`src/rtl/wave_audio_pkg.sv`:
```
// Shared types and defaults for the synth voice audio path.
package wave_audio_pkg;

    localparam int DEFAULT_DATA_W = 18;
    localparam int DEFAULT_SLOT_W = 32;

    typedef enum logic {
        IDLE = 1'b0,
        ACK  = 1'b1
    } hs_state_t;

    typedef logic signed [DEFAULT_DATA_W-1:0] sample_t;

endpackage

```
`src/rtl/sample_fifo.sv`:
```
// Single-clock first-word-fall-through sample buffer.
// Pointers carry one extra wrap bit so full and empty are distinguishable.
module sample_fifo #(
    parameter int DATA_W     = 18,
    parameter int FIFO_DEPTH = 16,
    localparam int PTR_W     = $clog2(FIFO_DEPTH)
) (
    input  logic              clk,
    input  logic              reset,
    input  logic              push,
    input  logic              pop,
    input  logic [DATA_W-1:0] din,
    output logic [DATA_W-1:0] dout,
    output logic [PTR_W:0]    count,
    output logic              full,
    output logic              empty
);

    localparam logic [PTR_W:0] DEPTH_CNT = (PTR_W+1)'(FIFO_DEPTH);

    logic [DATA_W-1:0] mem [FIFO_DEPTH];
    logic [PTR_W:0]    wr_ptr;
    logic [PTR_W:0]    rd_ptr;
    logic              do_push;
    logic              do_pop;

    // A push into a full buffer is only honoured when a pop frees a slot on the same clk.
    assign do_push = push && (!full || pop);
    assign do_pop  = pop && !empty;

    assign count = wr_ptr - rd_ptr;
    assign full  = (count == DEPTH_CNT);
    assign empty = (wr_ptr == rd_ptr);
    assign dout  = mem[rd_ptr[PTR_W-1:0]];

    // Advance the pointers; reset discards all buffered samples.
    always_ff @(posedge clk) begin
        if (reset) begin
            wr_ptr <= '0;
            rd_ptr <= '0;
        end else begin
            if (do_push) wr_ptr <= wr_ptr + (PTR_W+1)'(1);
            if (do_pop)  rd_ptr <= rd_ptr + (PTR_W+1)'(1);
        end
    end

    // Sample storage needs no reset since the pointers define what is valid.
    always_ff @(posedge clk) begin
        if (do_push) mem[wr_ptr[PTR_W-1:0]] <= din;
    end

endmodule

```
`src/rtl/wave_i2s_sink.sv`:
```
// Receives samples over the ready/received handshake, buffers them and
// plays each one as a stereo I2S frame (same sample in both slots).
module wave_i2s_sink
    import wave_audio_pkg::*;
#(
    parameter int DATA_W     = DEFAULT_DATA_W,
    parameter int FIFO_DEPTH = 16,
    parameter int BCLK_DIV   = 4,
    parameter int SLOT_W     = DEFAULT_SLOT_W
) (
    input  logic              clk,
    input  logic              reset,
    input  logic              ready,
    input  logic [DATA_W-1:0] data_in,
    output logic              received,
    output logic              full,
    output logic              bclk,
    output logic              lrclk,
    output logic              sdata,
    output logic              underrun
);

    localparam int PTR_W = $clog2(FIFO_DEPTH);
    localparam int DIV_W = (BCLK_DIV > 1) ? $clog2(BCLK_DIV) : 1;
    localparam int BIT_W = $clog2(SLOT_W);
    localparam logic [PTR_W:0] DEPTH_CNT = (PTR_W+1)'(FIFO_DEPTH);

    hs_state_t         state;
    logic              push;
    logic              fifo_full;
    logic              fifo_empty;
    logic [PTR_W:0]    fifo_count;
    logic [DATA_W-1:0] fifo_dout;

    logic [DIV_W-1:0]  div_cnt;
    logic              div_term;
    logic              fall_tick;
    logic [BIT_W-1:0]  next_bit;
    logic              next_lr;
    logic              left_start;
    logic [DATA_W-1:0] frame_reg;
    logic [DATA_W-1:0] shift_reg;

    // One push per ready phase: only from IDLE, and never while the buffer is full.
    assign push = (state == IDLE) && ready && !fifo_full;
    assign full = (fifo_count == DEPTH_CNT);

    // next_bit holds the slot position the coming falling tick will present.
    assign div_term   = (div_cnt == DIV_W'(BCLK_DIV - 1));
    assign fall_tick  = div_term && bclk;
    assign left_start = fall_tick && (next_bit == '0) && !next_lr;

    sample_fifo #(
        .DATA_W     (DATA_W),
        .FIFO_DEPTH (FIFO_DEPTH)
    ) u_fifo (
        .clk   (clk),
        .reset (reset),
        .push  (push),
        .pop   (left_start),
        .din   (data_in),
        .dout  (fifo_dout),
        .count (fifo_count),
        .full  (fifo_full),
        .empty (fifo_empty)
    );

    // Four-phase handshake toward the waveform generator.
    always_ff @(posedge clk) begin
        if (reset) begin
            state    <= IDLE;
            received <= 1'b0;
        end else begin
            case (state)
                IDLE: begin
                    if (ready && !fifo_full) begin
                        state    <= ACK;
                        received <= 1'b1;
                    end
                end
                ACK: begin
                    if (!ready) begin
                        state    <= IDLE;
                        received <= 1'b0;
                    end
                end
                default: begin
                    state    <= IDLE;
                    received <= 1'b0;
                end
            endcase
        end
    end

    // Divide clk down to the bit clock.
    always_ff @(posedge clk) begin
        if (reset) begin
            div_cnt <= '0;
            bclk    <= 1'b0;
        end else if (div_term) begin
            div_cnt <= '0;
            bclk    <= ~bclk;
        end else begin
            div_cnt <= div_cnt + DIV_W'(1);
        end
    end

    // Serializer: all I2S outputs move on the bclk falling tick; bit 0 of each slot is the I2S delay bit.
    always_ff @(posedge clk) begin
        if (reset) begin
            next_bit  <= '0;
            next_lr   <= 1'b0;
            lrclk     <= 1'b0;
            sdata     <= 1'b0;
            frame_reg <= '0;
            shift_reg <= '0;
            underrun  <= 1'b0;
        end else begin
            underrun <= 1'b0;
            if (fall_tick) begin
                next_bit <= (next_bit == BIT_W'(SLOT_W - 1)) ? '0 : next_bit + BIT_W'(1);
                if (next_bit == '0) begin
                    lrclk   <= next_lr;
                    next_lr <= ~next_lr;
                    sdata   <= 1'b0;
                    if (!next_lr) begin
                        frame_reg <= fifo_empty ? '0 : fifo_dout;
                        shift_reg <= fifo_empty ? '0 : fifo_dout;
                        underrun  <= fifo_empty;
                    end else begin
                        shift_reg <= frame_reg;
                    end
                end else begin
                    sdata     <= shift_reg[DATA_W-1];
                    shift_reg <= {shift_reg[DATA_W-2:0], 1'b0};
                end
            end
        end
    end

endmodule
```
`config.mk`:
```
export PLATFORM = sky130hd
export DESIGN_NAME = wave_i2s_sink
export DESIGN_NICKNAME = d
export VERILOG_FILES = /design/src/rtl/wave_audio_pkg.sv /design/src/rtl/sample_fifo.sv /design/src/rtl/wave_i2s_sink.sv
export SDC_FILE = /design/constraint.sdc
export NUM_CORES = 1
export LEC_CHECK = 0
export BUFFER_PORTS_ARGS = -buffer_cell sky130_fd_sc_hd__buf_4
export CAP_MARGIN = 20
export CORE_AREA = 2 2 127 252
export CTS_CLUSTER_SIZE = 16
export DETAILED_ROUTE_END_ITERATION = 6
export DIE_AREA = 0 0 129 254
export SLEW_MARGIN = 20
export SYNTH_ARGS = -nofsm -noshare
export SYNTH_HDL_FRONTEND = slang
export SYNTH_SLANG_ARGS = --single-unit
```
`constraint.sdc`:
```
create_clock -name clk -period 4.65 [get_ports clk]
set_input_delay 0.6975 -clock clk [delete_from_list [all_inputs] [get_ports clk]]
set_output_delay 0.6975 -clock clk [all_outputs]
set_load 0.01 [all_outputs]
```
==> results of run 1 <==
==> area by class of cell <==
type | instances | area share, %
Tap cell | 418 | 3.403
Clock inverter | 19 | 1.530
Sequential cell | 352 | 64.64
Timing Repair Buffer | 44 | 2.231
Inverter | 9 | 0.2198
Multi-Input combinational cell | 357 | 22.95
Clock buffer | 36 | 5.031
==> synth_stat cells (2+ instances only) <==
cell,instances,area [µm²]
edfxtp_1,288,8648
mux4_2,90,2027
nand2_1,79,296.5
dfxtp_1,64,1281
a21oi_1,44,220.2
clkbuf_1,27,101.4
o21ai_0,22,110.1
nand3_1,21,105.1
nor2_1,17,63.81
and3_1,16,100.1
ha_1,13,162.7
inv_1,9,33.78
nor2b_1,8,50.05
buf_2,7,35.03
nor3_1,5,25.02
xnor2_1,5,43.79
buf_1,4,15.01
nand4_1,4,25.02
mux2_2,3,33.78
nand2b_1,3,18.77
mux2i_1,2,20.02
o21a_1,2,15.01
o21ai_2,2,17.52
or3_1,2,12.51
xor2_1,2,17.52
==> worst max-delay path by stage <==
stage                     startpoint                end  slack (ns)  cells after the start
finish              u_fifo.rd_ptr[1]               full        1.35                      7
global route        u_fifo.rd_ptr[1]               full        1.24                      7
CTS                 u_fifo.rd_ptr[1]               full        1.32                      7
detailed placement  u_fifo.rd_ptr[1]   u_fifo.mem[8][8]        1.54                      9
global placement    u_fifo.rd_ptr[1]  u_fifo.mem[10][1]        1.66                      9
floorplan           u_fifo.rd_ptr[1]   u_fifo.wr_ptr[4]        0.61                      8
==> routing by layer <==
metal,wire length [µm],share of wire [%],up-vias,track usage (%)
li1,-,-,3059,-
met1,11370,36,3638,22.99
met2,18200,57,172,38.44
met3,1145,3.6,43,2.084
met4,1204,3.8,0,8.075
met5,0,0,-,0
==> placed cells by master (no fill, tap or decap), types with 13 or more instances in the layout <==
cell type  Yosys  routed
dfxtp_1       64      62
and3_1        16      16
nand3_1       21      21
edfxtp_1     288     288
nor2_1        17      17
clkbuf_16      0      30
buf_4          1      43
ha_1          13      13
a21oi_1       44      44
o21ai_0       22      22
mux4_2        90      90
nand2_1       79      79
==> power groups by stage <==
stage | registers [mW] | logic [mW] | clock network (mW)
after CTS | 3.46 | 0.213 | 2.63
final | 3.46 | 0.209 | 2.57
after detailed placement | 3.53 | 0.213 | 0
after global routing | 3.46 | 0.225 | 2.74
after global placement | 3.53 | 0.207 | 0
after floorplan | 3.53 | 0.0954 | 0
==> cells by family (layout without fill, tap and decap cells) <==
group | Yosys count | in the layout | synth area share, %
fa+ha+maj | 13 | 13 | 1.190
xor+xnor | 7 | 7 | 0.4484
flops | 352 | 352 | 72.61
simple gates | 166 | 166 | 5.865
buf+inv | 51 | 108 | 1.638
compound gates | 76 | 76 | 3.029
mux | 95 | 95 | 15.22
==> worst max-delay path: stages, from the launching register on <==
cell	delay [ns]
dfxtp_1	0.39
inv_1	0.06
ha_1	0.32
nor2b_1	0.16
o21a_1	0.17
or3_1	0.33
a22oi_2	0.39
buf_4	0.20
==> metrics by stage <==
step                      setup slack, ns  instance area (µm²)  hold WS, ns  instances
after floorplan                    0.6126                13670       0.4043        760
after global placement              1.656                14360       0.4120       1180
after detailed placement            1.539                14360       0.4345       1180
after CTS                           1.321                15370       0.3609       1235
after global routing                1.239                15370       0.3832       1235
final                               1.354                15370       0.3820       1235
==> impl_metrics.json, run 1 <==
{
  "status": "finished, final reports clean",
  "dieArea_mm2": 0.03277,
  "grt_pass1_vias": 7165,
  "pwr-share-clk_pct": 41.2,
  "synth_edf_count": 288,
  "viasPerCell": 5.597,
  "syn_to_final_growth_pct": 12.40,
  "max_freq_ghz": 0.3034,
  "clk_latency_ns": 0.58,
  "power.density_mw_per_mm2": 406.2,
  "yosys_register_bits": 352,
  "hold_start": "ready",
  "max-slew-margin-rel_pct": 35.57,
  "cts_resized": 0,
  "tns_ns": 0,
  "synth_nets": 794,
  "ys.flop_type": "edfxtp_1",
  "cts_setup_buffers": 0,
  "vias": 6912,
  "yosysWarnings": 0,
  "clock_sinks": 352,
  "p_int_mw": 4.983,
  "start_util_pct": 44.32,
  "cts_root_buf": "clkbuf_16",
  "dp_hpwl_um": 21680,
  "power.total_mw": 6.243,
  "tritoncts": "built",
  "die_h_um": 254,
  "io_pins": 27,
  "ir_worst_vdd_mv": 0.2718,
  "drtAntennaViolNets": 0,
  "htree_levels": 1,
  "yosysSeqAreaShare_pct": 72.61,
  "place.gp.congestion": 0.8333,
  "clock_path_buffers": 3,
  "path_max_fanout": 8,
  "hold_path.class": "primary input to register",
  "overflow": 0,
  "rows": 91,
  "total_leakage_power_nw": 4.894,
  "required_ns": 3.95,
  "seq_power_share_pct": 55.4,
  "initialDrtViolationCount": 585,
  "drive_gt1_share_pct": 23.62,
  "wl_um": 31920,
  "fin_crit_sh_pct": 70.88,
  "pwr-share-comb_pct": 3.4,
  "power_switching_mw": 1.261,
  "async_flop_share_pct": 0,
  "n_fill_cell": 2504,
  "final_nets": 828,
  "min_to": "state",
  "port_buffers": 26,
  "syn-mean-instance-area_um2": 17.99,
  "synth_area_mm2": 0.01367,
  "firstDrtPassIters": 5,
  "cp-end-kind": "primary output",
  "rrSetupSlack_ns": 1.53,
  "clk_pin_slew_ns": 0.07,
  "hold_path_depth": 3,
  "grt_max_degree": 73,
  "largest_register_ff_count": 288,
  "reg2reg_depth": 9,
  "tightest_slew_ns": 0.9665,
  "maxSlewViolCount": 0,
  "multi_input_area_mm2": 0.003527,
  "crit_arrival_ns": 2.60,
  "rr_startpoint": "u_fifo.rd_ptr[1]",
  "antenna_cells": 0,
  "final-seq-area_mm2": 0.009935,
  "swShare_pct": 20.19,
  "cts_hold_buf": 0,
  "synthCells": 760,
  "rsz0062_at_grt": "false",
  "min_period_ns": 3.296,
  "fin_util_pct": 49.81,
  "cts_made_buffers": 30,
  "antenna_found_initial": 0,
  "maxCapViolCount": 0,
  "yosysUniqueCellTypes": 46,
  "grt_pass1_wl_um": 47250,
  "core_area_mm2": 0.03086,
  "cp-start-kind": "register",
  "skew_ns": 0.02400,
  "finalSetupViolCount": 0,
  "die_x_um": 129,
  "hold_violations": 0,
  "criticalPathCategory": "register to primary output",
  "routedWlPerCell_um": 25.84,
  "remaining_drc_errors": 0,
  "worstReg2RegEnd": "u_fifo.mem[8][14]",
  "track_usage_pct": 20.29
}
(Power assumes the default switching activity.)
==> run 2, diff against run 1 <==
clock period = 3 ns   (was 4.65 ns; I/O delays follow)
==> run 2 against run 1 <==
Hold slack lost 0.22 ns; sequential power grew 55%; setup slack lost 1.2 ns; first-iteration DRC count shrank 25%; via count shrank 0.84%; critical path type unchanged.
==> impl_metrics.json, run 2 (same netlist as run 1, synthesis figures left out) <==
{
  "fin_ws_ns": 0.1163,
  "clk_pin_slew_ns": 0.07,
  "drive_gt1_share_pct": 24.82,
  "cts_root_buf": "clkbuf_16",
  "cp-start-kind": "register",
  "place.gp.congestion": 0.8263,
  "firstDrtPassIters": 4,
  "worstPathCellList": "inv_1 -> ha_1 -> nor2b_1 -> o21a_1 -> or3_1 -> a22oi_2 -> buf_6 -> buf_4",
  "htree_levels": 1,
  "layout_commonest_cell": "edfxtp_1",
  "worstReg2RegEnd": "shift_reg[7]",
  "whs_ns": 0.1578,
  "grt_pass1_wl_um": 43460,
  "n_fill_cell": 2473,
  "final_nets": 837,
  "hold_path_depth": 3,
  "start_util_pct": 44.32,
  "viasPerCell": 5.510,
  "port_buffers": 26,
  "syn_to_final_growth_pct": 14.70,
  "total_leakage_power_nw": 5.013,
  "startpoint": "u_fifo.rd_ptr[1]",
  "finalSetupViolCount": 0,
  "ir_worst_vdd_mv": 0.4124,
  "hold_violations": 0,
  "layoutNonFillerInstCount": 1244,
  "cts_resized": 0,
  "vias": 6854,
  "routedWlPerCell_um": 22.51,
  "wl_um": 28000,
  "grt_max_degree": 73,
  "reg2reg_depth": 9,
  "hold_start": "ready",
  "path_max_fanout": 7,
  "remaining_drc_errors": 0,
  "max-slew-margin-rel_pct": 26.23,
  "place_inst": 1188,
  "skew_ns": 0.02440,
  "cts_hold_buf": 0,
  "clock_path_buffers": 3,
  "drtAntennaViolNets": 0,
  "rows": 91,
  "pre_cts_slack_ns": 0.3414,
  "rr_startpoint": "next_bit[0]",
  "fin_crit_sh_pct": 96.12,
  "io_pins": 27,
  "power.density_mw_per_mm2": 621.0,
  "slowest_stage": "dfxtp_2",
  "cp-end-kind": "primary output",
  "clock_sinks": 352,
  "die_h_um": 254,
  "hold_path.class": "primary input to register",
  "layout_common_cells": "edfxtp_1, mux4_2, nand2_1, dfxtp_1, a21oi_1",
  "maxCapViolCount": 0,
  "largest_register_ff_count": 288,
  "antenna_cells": 0,
  "min_period_ns": 2.884,
  "maxSlewViolCount": 0,
  "crit_arrival_ns": 2.43,
  "initialDrtViolationCount": 440,
  "rsz0062_at_grt": "false",
  "cts_setup_buffers": 0,
  "antenna_found_initial": 0,
  "criticalPathCategory": "register to primary output",
  "dp_hpwl_um": 18210,
  "tritoncts": "built",
  "max_freq_ghz": 0.3468,
  "track_usage_pct": 17.71,
  "status": "finished, final reports clean",
  "min_to": "state",
  "overflow": 0,
  "cts_made_buffers": 31,
  "max_stage_delay_ns": 0.36,
  "required_ns": 2.55,
  "clk_latency_ns": 0.58,
  "die_x_um": 129,
  "rrSetupSlack_ns": 0.32,
  "dieArea_mm2": 0.03277,
  "tns_ns": 0,
  "grt_pass1_vias": 7396,
  "tightest_slew_ns": 1.105,
  "core_area_mm2": 0.03086
}
run 2: layout make-up:
type | count | area [µm²] | share of cell area, %
clock inverters | 22 | 249.0 | 1.587
flip-flops and latches | 352 | 9937 | 63.35
repair buffers | 52 | 619.3 | 3.949
well taps | 418 | 523.0 | 3.334
multi-input cells | 357 | 3536 | 22.54
clock buffers | 34 | 787.0 | 5.018
inverters | 9 | 33.78 | 0.2154
run 2: worst max-delay path, delay by kind of cell (launching register included):
kind / cells / cell delay (ns)
AO/OA/AOI/OAI: 2 / 0.39
adder cells (fa/ha/maj): 1 / 0.31
buffers and inverters: 3 / 0.34
flip-flops: 1 / 0.36
AND/OR/NAND/NOR: 2 / 0.47
run 2: worst max path at each step:
| stage | to | cells past startpoint |
|---|---|---|
| floorplan | u_fifo.mem[3][0] | 9 |
| global placement | u_fifo.mem[15][7] | 8 |
| detailed placement | shift_reg[7] | 9 |
| CTS | full | 7 |
| global route | full | 8 |
| finish | full | 8 |
run 2: metal layers:
metal  share of wire (%)  vias to the layer above  global-route usage [%]
met5                   0                        -                       0
met4                 2.3                        0                   5.155
met3                 3.8                       46                   2.126
met2                  55                      145                   32.70
met1                  39                     3578                   21.57
li1                    -                     3085                       -
run 2: through the flow:
| stage | cell area (µm²) | power [mW] | utilization [%] |
|---|---|---|---|
| floorplan | 13690 | 5.615 | - |
| global placement | 14640 | 5.780 | 47.46 |
| detailed placement | 14640 | 5.791 | 47.46 |
| CTS | 15680 | 9.845 | 50.81 |
| global route | 15690 | 10.05 | 50.83 |
| finish | 15690 | 9.740 | 50.83 |
run 2: power by group:
group	switching [mW]	internal (mW)	total, mW
clock	1.74	2.32	4.06
sequential	0.0217	5.34	5.36
combinational	0.194	0.124	0.318
total	1.95	7.79	9.74
==> run 3, diff against run 2 <==
ABC_AREA = 1   (was default)
BUFFER_PORTS_ARGS = default   (was -buffer_cell sky130_fd_sc_hd__buf_4)
CORE_AREA = 2 2 130 258   (was 2 2 127 252)
DIE_AREA = 0 0 132 260   (was 0 0 129 254)
DONT_BUFFER_PORTS = 1   (was default)
==> run 3 against run 2 <==
Synthesized cell count up 65%; first-iteration DRC count grew 55%; hold slack worse by 0.053 ns; area after synthesis increased by 4.7%; combinational power grew 6%; power down 1.4%; cell count increased by 38%; count of clock-buffer cells in the layout grew 7.
==> impl_metrics.json, run 3 <==
{
  "fin_util_pct": 49.65,
  "rows": 93,
  "antenna_cells": 0,
  "synthCells": 1254,
  "yosysMostFrequentCell": "edfxtp_1",
  "grt_pass1_vias": 9204,
  "layoutNonFillerInstCount": 1720,
  "synth_edf_count": 288,
  "crit_arrival_ns": 2.83,
  "largest_register_ff_count": 288,
  "ir_worst_vdd_mv": 0.4020,
  "ys.flop_type": "edfxtp_1",
  "fin_ws_ns": 0.4134,
  "maxSlewViolCount": 0,
  "synth_top_cell_area_share_pct": 60.39,
  "startpoint": "u_fifo.wr_ptr[2]",
  "hold_path_depth": 2,
  "die_h_um": 260,
  "wl_um": 35360,
  "dieArea_mm2": 0.03432,
  "slowest_stage": "dfxtp_1",
  "syn-mean-instance-area_um2": 11.42,
  "synth_nets": 1288,
  "firstDrtPassIters": 5,
  "antenna_found_initial": 0,
  "synth_area_mm2": 0.01432,
  "power.density_mw_per_mm2": 600.0,
  "yosysUniqueCellTypes": 34,
  "pre_cts_slack_ns": 0.4187,
  "htree_levels": 1,
  "viasPerCell": 5.451,
  "clock_sinks": 352,
  "place_inst": 1646,
  "layout_common_cells": "edfxtp_1, nor2_1, nand2_1, o21ai_0, inv_1",
  "cts_made_buffers": 30,
  "initialDrtViolationCount": 681,
  "routedWlPerCell_um": 20.56,
  "maxCapViolCount": 0,
  "finalSetupViolCount": 0,
  "cp-end-kind": "register",
  "max_stage_delay_ns": 0.47,
  "required_ns": 3.24,
  "grt_pass1_wl_um": 54190,
  "drtAntennaViolNets": 0,
  "yosysSeqAreaShare_pct": 69.33,
  "rsz0062_at_grt": "false",
  "skew_ns": 0.02218,
  "track_usage_pct": 20.75,
  "total_leakage_power_nw": 5.470,
  "tritoncts": "built",
  "worstPathCellList": "ha_1 -> a21oi_1 -> nand3_1 -> nand3_1 -> nor2_2 -> nor2_4 -> nand2_1 -> nor2_2 -> buf_4",
  "reg2reg_depth": 9,
  "rrSetupSlack_ns": 0.41,
  "synth_commonest_cells": "edfxtp_1, nor2_1, nand2_1",
  "start_util_pct": 44.43,
  "async_flop_share_pct": 0,
  "dp_hpwl_um": 22480,
  "grt_max_degree": 82,
  "cts_setup_buffers": 0,
  "yosys_register_bits": 352,
  "drive_gt1_share_pct": 9.358,
  "port_buffers": 0,
  "max-slew-margin-rel_pct": 47.54,
  "die_x_um": 132,
  "n_fill_cell": 2878,
  "cp-start-kind": "register",
  "clk_pin_slew_ns": 0.07,
  "path_max_fanout": 18,
  "layout_commonest_cell": "edfxtp_1",
  "synth_area_leader_cell": "edfxtp_1",
  "fin_crit_sh_pct": 86.22,
  "final_nets": 1305,
  "tightest_slew_ns": 0.7843,
  "clk_latency_ns": 0.58,
  "power.total_mw": 9.602,
  "tns_ns": 0,
  "core_area_mm2": 0.03223,
  "place.gp.congestion": 0.8540,
  "endpoint": "u_fifo.mem[6][1]",
  "yosysWarnings": 0,
  "max_freq_ghz": 0.3866,
  "remaining_drc_errors": 0,
  "overflow": 0,
  "rr_startpoint": "u_fifo.wr_ptr[2]",
  "hold_violations": 0,
  "vias": 9375,
  "hold_path.class": "primary input to register",
  "min_period_ns": 2.587,
  "io_pins": 27,
  "cts_root_buf": "clkbuf_16",
  "clock_path_buffers": 3,
  "criticalPathCategory": "register to register",
  "synth_area_leaders": "edfxtp_1, dfxtp_1, nor2_1",
  "worstReg2RegEnd": "u_fifo.mem[6][1]",
  "status": "finished, final reports clean",
  "syn_to_final_growth_pct": 11.74
}
==> run 3: changes by cell type after synthesis, moves of 28 or more <==
cell | previous run | this run
nand2_1 | 79 | 155
inv_1 | 9 | 63
o22ai_1 | 0 | 28
o211ai_1 | 0 | 38
o21ai_0 | 22 | 137
mux4_2 | 90 | 0
nand3_1 | 21 | 50
nor2_1 | 17 | 217
o21ai_1 | 0 | 41
==> run 3: cell type report <==
type	count	area, µm²	share of cell area (%)
clock buffer	41	863.3	5.395
multi-input combinational	764	3764	23.52
clock inverter	13	123.9	0.7740
timing repair buffer	52	513.0	3.206
inverter	71	269.0	1.681
sequential	352	9936	62.09
tap	427	534.3	3.339
==> run 3: logic make-up after synthesis <==
kind of cell | synth area share [%]
AND/OR/NAND/NOR | 13.04
flip-flops | 69.33
AO/OA/AOI/OAI | 11.40
buffers and inverters | 4.665
adder cells (fa/ha/maj) | 1.136
XOR/XNOR | 0.4281
==> run 3: worst max-delay path: cells and delay by family (launching register included) <==
kind,cells,cell delay (ns)
flip-flops,1,0.47
adder cells (fa/ha/maj),1,0.34
AO/OA/AOI/OAI,1,0.21
AND/OR/NAND/NOR,6,0.89
buffers and inverters,1,0.32
==> run 3: timing repair <==
| action | 4_1_cts | 5_1_grt |
|---|---|---|
| resized for setup | 0 | 0 |
| endpoints found under the hold margin | 319 | 0 |
| hold buffers | 20 | 0 |
==> run 3: per-stage QoR <==
stage          hold slack [ns]  instance area (µm²)
2_1_floorplan           0.4043                14320
3_3_place_gp            0.4089                14810
3_5_place_dp            0.4210                14810
4_1_cts                0.07889                16000
5_1_grt                 0.1163                16000
6_report                0.1053                16000
==> run 3: power by group <==
group | switching [mW] | total [mW] | internal [mW] | leakage (nW)
registers | 0.0219 | 5.37 | 5.34 | 3.12
clock network | 1.72 | 3.90 | 2.19 | 0.481
logic | 0.246 | 0.336 | 0.0897 | 1.87
total | 1.98 | 9.60 | 7.62 | 5.47
==> run 3: how the worst min path moves through the flow <==
stage               startpoint         end  slack, ns
finish                   reset        bclk       0.11
global route             reset        bclk       0.12
CTS                      ready    received       0.08
detailed placement  div_cnt[0]  div_cnt[0]       0.42
global placement    div_cnt[0]  div_cnt[0]       0.41
floorplan           div_cnt[0]  div_cnt[0]       0.40
==> run 3: layer usage <==
metal	share of wire, %	wire length, µm	GRT usage, %	up-vias
met2	54	19210	38.98	262
met3	4.3	1526	2.125	88
li1	-	-	-	4436
met5	0	0	0	-
met4	4.4	1559	9.873	0
met1	37	13060	23.37	4589
